$ cat src/rtl/data_cache_pkg.sv
// Shared memory-subsystem definitions for the data cache (and a future
// instruction cache that will speak the same backing-memory handshake).
//
// Backing-memory handshake (valid/ready style, requester side = cache):
//   Mem_req is the request-valid. While Mem_req=1 the requester holds
//   Mem_we, Mem_addr and Mem_wdata stable. The memory answers with a
//   single-cycle Mem_ack pulse (the "ready"), which may arrive in the very
//   first Mem_req cycle. For reads, Mem_rdata is valid only in the Mem_ack
//   cycle. The request completes at the clock edge that ends the ack cycle.
//   A Mem_ack seen while Mem_req=0 carries no meaning and is ignored.
package data_cache_pkg;

  typedef enum logic [1:0] {
    IDLE  = 2'd0,
    FILL  = 2'd1,
    WRITE = 2'd2
  } state_t;

  localparam int WORD_OFFSET_BITS = 2;
  localparam int BYTE_OFFSET_BITS = 2;

endpackage

$ cat src/rtl/dcache_array.sv
// Valid/tag/data storage for the direct-mapped data cache.
// Combinational read of one word plus its line's valid bit and tag;
// synchronous writes of a single data word and of a line's valid/tag.
// Valid bits clear asynchronously on reset; tags and data are not reset.
module dcache_array
  import data_cache_pkg::*;
#(
  parameter int INDEX_BITS = 4,
  parameter int TAG_BITS   = 24
) (
  input  logic                        clk,
  input  logic                        rst,
  input  logic [INDEX_BITS-1:0]       rd_index,
  input  logic [WORD_OFFSET_BITS-1:0] rd_word,
  output logic                        rd_valid,
  output logic [TAG_BITS-1:0]         rd_tag,
  output logic [31:0]                 rd_data,
  input  logic [INDEX_BITS-1:0]       wr_index,
  input  logic                        data_we,
  input  logic [WORD_OFFSET_BITS-1:0] wr_word,
  input  logic [31:0]                 wr_data,
  input  logic                        line_we,
  input  logic                        line_valid,
  input  logic [TAG_BITS-1:0]         line_tag
);

  localparam int LINES = 1 << INDEX_BITS;
  localparam int WORDS = 1 << WORD_OFFSET_BITS;

  logic [LINES-1:0]    valid;
  logic [TAG_BITS-1:0] tag_mem  [LINES];
  logic [31:0]         data_mem [LINES][WORDS];

  assign rd_valid = valid[rd_index];
  assign rd_tag   = tag_mem[rd_index];
  assign rd_data  = data_mem[rd_index][rd_word];

  // Line valid bits: cleared by reset, set/cleared per line by the controller
  always_ff @(posedge clk or posedge rst) begin
    if (rst) begin
      valid <= '0;
    end else if (line_we) begin
      valid[wr_index] <= line_valid;
    end
  end

  // Data words and tags: plain storage, tag only written when a line becomes valid
  always_ff @(posedge clk) begin
    if (data_we) begin
      data_mem[wr_index][wr_word] <= wr_data;
    end
    if (line_we && line_valid) begin
      tag_mem[wr_index] <= line_tag;
    end
  end

endmodule

$ cat src/rtl/data_cache.sv
// Direct-mapped, write-through, no-write-allocate data cache sitting between
// a single-cycle core's data port and a slower backing memory. Read hits are
// answered combinationally; misses and every store stall the core until the
// backing memory completes.
module data_cache
  import data_cache_pkg::*;
#(
  parameter int INDEX_BITS     = 4,
  parameter int WORDS_PER_LINE = 4
) (
  input  logic        CLK,
  input  logic        RESET,
  input  logic [31:0] Address,
  input  logic [31:0] Write_data,
  input  logic        MemRead,
  input  logic        MemWrite,
  output logic [31:0] Read_data,
  output logic        Stall,
  output logic        Mem_req,
  output logic        Mem_we,
  output logic [31:0] Mem_addr,
  output logic [31:0] Mem_wdata,
  input  logic [31:0] Mem_rdata,
  input  logic        Mem_ack,
  output state_t      dbg_state
);

  localparam int OFF_BITS = $clog2(WORDS_PER_LINE) + BYTE_OFFSET_BITS;
  localparam int TAG_BITS = 32 - OFF_BITS - INDEX_BITS;
  localparam logic [WORD_OFFSET_BITS-1:0] LAST_WORD = WORD_OFFSET_BITS'(WORDS_PER_LINE - 1);

  state_t                      state;
  logic [WORD_OFFSET_BITS-1:0] cnt;
  logic                        wr_hit;
  logic                        ack;

  logic [TAG_BITS-1:0]         req_tag;
  logic [INDEX_BITS-1:0]       req_index;
  logic [WORD_OFFSET_BITS-1:0] req_word;
  logic                        hit;

  logic                        rd_valid;
  logic [TAG_BITS-1:0]         rd_tag;
  logic [31:0]                 rd_data;

  logic [INDEX_BITS-1:0]       wr_index;
  logic                        data_we;
  logic [WORD_OFFSET_BITS-1:0] wr_word;
  logic [31:0]                 wr_data;
  logic                        line_we;
  logic                        line_valid;

  assign req_tag   = Address[31 -: TAG_BITS];
  assign req_index = Address[OFF_BITS +: INDEX_BITS];
  assign req_word  = Address[BYTE_OFFSET_BITS +: WORD_OFFSET_BITS];

  // An ack only counts while a request is outstanding
  assign ack       = Mem_ack & Mem_req;
  assign hit       = rd_valid && (rd_tag == req_tag);
  assign dbg_state = state;

  dcache_array #(
    .INDEX_BITS (INDEX_BITS),
    .TAG_BITS   (TAG_BITS)
  ) u_array (
    .clk        (CLK),
    .rst        (RESET),
    .rd_index   (req_index),
    .rd_word    (req_word),
    .rd_valid   (rd_valid),
    .rd_tag     (rd_tag),
    .rd_data    (rd_data),
    .wr_index   (wr_index),
    .data_we    (data_we),
    .wr_word    (wr_word),
    .wr_data    (wr_data),
    .line_we    (line_we),
    .line_valid (line_valid),
    .line_tag   (Mem_addr[31 -: TAG_BITS])
  );

  // Core-facing response: hit data and stall, forced quiet while in reset
  always_comb begin
    Stall     = 1'b0;
    Read_data = '0;
    if (!RESET) begin
      case (state)
        IDLE: begin
          if (MemWrite) begin
            Stall = 1'b1;
          end else if (MemRead) begin
            if (hit) begin
              Read_data = rd_data;
            end else begin
              Stall = 1'b1;
            end
          end
        end
        FILL:    Stall = 1'b1;
        // The core is released in the ack cycle so it advances at the same edge
        WRITE:   Stall = ~Mem_ack;
        default: Stall = 1'b0;
      endcase
    end
  end

  // Array write controls: invalidate on miss detect, fill words, update on write hit
  always_comb begin
    wr_index   = Mem_addr[OFF_BITS +: INDEX_BITS];
    data_we    = 1'b0;
    wr_word    = cnt;
    wr_data    = Mem_rdata;
    line_we    = 1'b0;
    line_valid = 1'b0;
    case (state)
      IDLE: begin
        // The victim line goes invalid before any of its words are overwritten,
        // so an aborted fill never leaves a half-written line looking valid
        if (!MemWrite && MemRead && !hit) begin
          wr_index = req_index;
          line_we  = 1'b1;
        end
      end
      FILL: begin
        if (ack) begin
          data_we = 1'b1;
          if (cnt == LAST_WORD) begin
            line_we    = 1'b1;
            line_valid = 1'b1;
          end
        end
      end
      WRITE: begin
        if (ack && wr_hit) begin
          data_we = 1'b1;
          wr_word = Mem_addr[BYTE_OFFSET_BITS +: WORD_OFFSET_BITS];
          wr_data = Mem_wdata;
        end
      end
      default: ;
    endcase
  end

  // Controller FSM with registered backing-memory request outputs
  always_ff @(posedge CLK or posedge RESET) begin
    if (RESET) begin
      state     <= IDLE;
      cnt       <= '0;
      wr_hit    <= 1'b0;
      Mem_req   <= 1'b0;
      Mem_we    <= 1'b0;
      Mem_addr  <= '0;
      Mem_wdata <= '0;
    end else begin
      case (state)
        IDLE: begin
          if (MemWrite) begin
            // The array cannot change while the store is outstanding, so the
            // hit seen now is still correct when the ack arrives
            Mem_req   <= 1'b1;
            Mem_we    <= 1'b1;
            Mem_addr  <= {Address[31:2], Address[1:0] & 2'b00};
            Mem_wdata <= Write_data;
            wr_hit    <= hit;
            state     <= WRITE;
          end else if (MemRead && !hit) begin
            Mem_req   <= 1'b1;
            Mem_we    <= 1'b0;
            Mem_addr  <= {req_tag, req_index, {OFF_BITS{1'b0}}};
            cnt       <= '0;
            state     <= FILL;
          end
        end
        FILL: begin
          if (ack) begin
            cnt <= cnt + 1'b1;
            if (cnt == LAST_WORD) begin
              Mem_req <= 1'b0;
              state   <= IDLE;
            end else begin
              Mem_addr[BYTE_OFFSET_BITS +: WORD_OFFSET_BITS] <= cnt + 1'b1;
            end
          end
        end
        WRITE: begin
          if (ack) begin
            Mem_req <= 1'b0;
            Mem_we  <= 1'b0;
            state   <= IDLE;
          end
        end
        default: state <= IDLE;
      endcase
    end
  end

endmodule

$ cat config.mk
export PLATFORM = sky130hd
export DESIGN_NAME = data_cache
export DESIGN_NICKNAME = d
export VERILOG_FILES = /design/src/rtl/data_cache_pkg.sv /design/src/rtl/dcache_array.sv /design/src/rtl/data_cache.sv
export SDC_FILE = /design/constraint.sdc
export NUM_CORES = 2
export LEC_CHECK = 0
export ABC_AREA = 1
export BUFFER_PORTS_ARGS = -buffer_cell sky130_fd_sc_hd__buf_4
export CORE_UTILIZATION = 56
export DETAILED_ROUTE_END_ITERATION = 8
export GPL_ROUTABILITY_DRIVEN = 1
export PLACE_DENSITY = 0.72
export SLEW_MARGIN = 10
export SYNTH_ARGS = -nofsm -noshare
export SYNTH_HDL_FRONTEND = slang
export SYNTH_HIERARCHICAL = 1
export SYNTH_SLANG_ARGS = --single-unit
$ cat constraint.sdc
create_clock -name CLK -period 4.3 [get_ports CLK]
set_clock_uncertainty 0.15 [all_clocks]
set_input_delay 0 -clock CLK [delete_from_list [all_inputs] [get_ports CLK]]
set_output_delay 0 -clock CLK [all_outputs]
set_load 0.02 [all_outputs]
==> impl_metrics.ini <==
[drt]
drt_iter0_markers = 11030
ant_nets = 0
routed_wl_um = 308700
wl_per_cell_um = 26.48
dr.pass1.iters = 7
routed_via_density = 6.253
drc = 0
vias = 72910

[floorplan]
core_area_sq_um = 181300
io_pins = 202
rows = 156
die_x_um = 429.9
start_util_pct = 56.54
die_area_sq_um = 184800
die-height_um = 429.9

[worst_setup_path]
cp_slowest_cell = buf_4
required_ns = 4.15
cp.arrival_ns = 4.17
cp-end-kind = primary output
cp_max_fo = 50
path_buf_inv = 6
startpoint_type = primary input
slowest_delay_ns = 0.70
critical_path_class = primary input to primary output
critPathTopFamily = buffers and inverters
worstPathCellList = dlygate4sd3_1 -> clkbuf_8 -> inv_6 -> buf_4 -> buf_4 -> nand3_1 -> nand3_1 -> nand2_1 -> nand2_1 -> nand2_1 -> nor3b_2 -> buf_4

[clock_network]
clockBufferDepth = 3
postCtsSetupBuffers = 0
cts-root-buf = clkbuf_16
clkLatencyLatePin_ns = 0.90
clk_pin_slew_ns = 0.06
h-tree-depth = 4
numCtsBuffers = 235
cts_tree = built
cts_sinks = 2517

[final_layout]
regArea_sq_um = 75160
mostFrequentLayoutCells = 2622 x nand2_1, 2432 x edfxtp_1, 1931 x nand3_1
area_growth_pct = 16.64
instances_no_fill = 11660
fin_util_pct = 65.94
final_common_cell = nand2_1
multiInputGateArea_sq_um = 24680
fin_nets = 9189
n_fill_cell = 12490
drive_gt1_share_pct = 12.16
design_area_sq_um = 119600

[global_route]
overflow = 0
antenna_found_initial = 8
grt_pass1_wl_um = 449900
grt_max_degree = 190
grtUsageTotal_pct = 32.99
grt_pass1_vias = 69220

[power]
power.density_nw_per_um2 = 473.4
combinationalPowerShare_pct = 12.6
switchingPower_mw = 14.84
swShare_pct = 26.21
power_frac_seq_pct = 51.3
p_clk_share_pct = 36.1
leakage_nw = 42.95
internal-power_mw = 41.77
ir_drop_mv = 0.7369
power.total_mw = 56.61

[synth]
synth.area.top_cells = edfxtp_1 71%, nand2_1 9.7%, nand3_1 9.5%
ys_warn_count = 6
synth_edf_count = 2432
synth_cell_types = 41
synth_cells = 8555
yosys.area.top_type_share_pct = 71.24
syn-cell-area_sq_um = 102500
seq_area_frac_synth_pct = 73.31
postSynthAreaPerCell_sq_um = 11.98
async_flop_share_pct = 3.377
synth_top_cell_by_area = edfxtp_1
synth-seq-cells = 2517
ys.flop_type = edfxtp_1

[timing]
hold_violations = 0
worstMarginPinSlew_ns = 1.111
fmaxAchievable_ghz = 0.2313
timing.final.crit_share_pct = 100.6
grt_setup_unrepaired = no
post-route-worst-setup-slack_ns = -0.02410
setup_viol = 3
fin_crit_ns = 4.324
slew_viol_final = 0
slew_headroom_pct = 25.96

[place]
placed_cell_area_sq_um = 109700
io_buffers = 197
hpwl_um = 179000
placed_cells = 10990
pre_cts_slack_ns = -0.2645
place_congestion = 0.9668

[run_status]
violations = negative setup slack
status = complete, but fails checks

[run]
cap_violations = 0

[worst_hold_path]
hold_path.class = primary input to flip-flop
[repair_timing]
| item | in CTS | in global routing |
|---|---|---|
| hold buffers | 219 | 0 |
| pin swaps | 4 | 0 |
| hold endpoints to repair | 1453 | 0 |
| cloned | 8 | 0 |
| endpoints found under the setup margin | 249 | 535 |
| resized for setup | 7 | 8 |
[path summary, 6_finish.rpt]
| kind | startpoint | to | slack, ns | depth (start not counted) |
|---|---|---|---|---|
| worst max register to register | u_array/tag_mem[14][13]$_DFFE_PP_ | Mem_addr[30]$_DFFE_PP0P_ | 0.20 | 18 |
| worst min-delay path | Mem_rdata[2] | u_array/data_mem[0][2]$_DFFE_PP_ | 0.10 | 4 |
| worst max-delay path | Address[7] | Read_data[27] | -0.02 | 12 |
| min in group asynchronous | RESET | u_array/valid[2]$_DFFE_PP0P_ | 0.32 | 4 |
| worst min register to register | u_array/valid[13]$_DFFE_PP0P_ | u_array/valid[13]$_DFFE_PP0P_ | 0.36 | 2 |
| max in group asynchronous | RESET | Mem_wdata[12]$_DFFE_PP0P_ | 2.75 | 5 |
[kinds of logic (layout without fill, tap and decap cells)]
| logic type | count (synthesis) | in the layout | share of synthesized area, % |
|---|---|---|---|
| buf+inv | 642 | 1362 | 3.417 |
| simple gates | 4982 | 4990 | 20.92 |
| other cells | 1 | 8 | 0.003658 |
| fa+ha+maj | 5 | 5 | 0.06103 |
| compound gates | 406 | 406 | 2.264 |
| xor+xnor | 2 | 2 | 0.01709 |
| flops | 2517 | 2517 | 73.31 |
[stage by stage]
stage | hold slack (ns) | setup TNS, ns
6_report | 0.1050 | -0.04051
2_1_floorplan | -0.2363 | -203.88
5_1_grt | 0.08019 | 0
4_1_cts | 0.01310 | 0
3_3_place_gp | 0.02456 | -31.59
3_5_place_dp | 0.01533 | -56.05
[power groups by stage]
stage,Sequential [mW],Clock [mW],Combinational [mW]
floorplan,29.5,0,2.76
global placement,29.5,0,6.14
detailed placement,29.5,0,6.25
CTS,29.0,20.5,6.79
global route,29.1,21.4,7.40
finish,29.0,20.4,7.14
[registers in the layout, summed over array words and instances (netlist names)]
name              count
u_array/data_mem   2048
u_array/tag_mem     384
Mem_wdata            32
Mem_addr             30
u_array/valid        16
cnt                   2
dbg_state             2
Mem_req               1
Mem_we                1
wr_hit                1
[cells in the mapped netlist, types with 3 or more instances]
| cell type | count |
|---|---|
| o22ai_1 | 54 |
| nor3b_2 | 30 |
| buf_2 | 244 |
| nand2_1 | 2658 |
| buf_4 | 60 |
| inv_1 | 71 |
| o221ai_1 | 43 |
| o211ai_1 | 20 |
| clkbuf_1 | 122 |
| nor3b_1 | 4 |
| edfxtp_1 | 2432 |
| buf_1 | 65 |
| o21ai_1 | 23 |
| nand4_1 | 9 |
| inv_2 | 3 |
| dfrtp_1 | 85 |
| buf_6 | 68 |
| o21ai_0 | 255 |
| nor2_1 | 335 |
| nor3_1 | 3 |
| ha_1 | 5 |
| buf_8 | 4 |
| nand3_1 | 1936 |
| a21oi_1 | 6 |
[final cells by class]
type / instances / share of cell area, %
Multi-Input combinational cell: 5405 / 20.64
Tap cell: 2370 / 2.480
Inverter: 77 / 0.2815
Clock inverter: 133 / 1.009
Antenna cell: 6 / 0.01256
Sequential cell: 2517 / 62.85
Timing Repair Buffer: 847 / 7.460
Clock buffer: 305 / 5.265
[routing by layer]
layer | track usage [%] | routed length (um)
met5 | 0 | 0
met4 | 18.45 | 19280
met3 | 6.190 | 36790
met2 | 51.10 | 142700
met1 | 44.29 | 110000
[worst register-to-register path: cells and delay by family (launching register included)]
| family | cells | cell delay (ns) |
|---|---|---|
| AO/OA/AOI/OAI | 4 | 0.67 |
| buffers and inverters | 4 | 1.59 |
| AND/OR/NAND/NOR | 10 | 1.19 |
| flip-flops | 1 | 0.38 |
(Power assumes the default switching activity.)
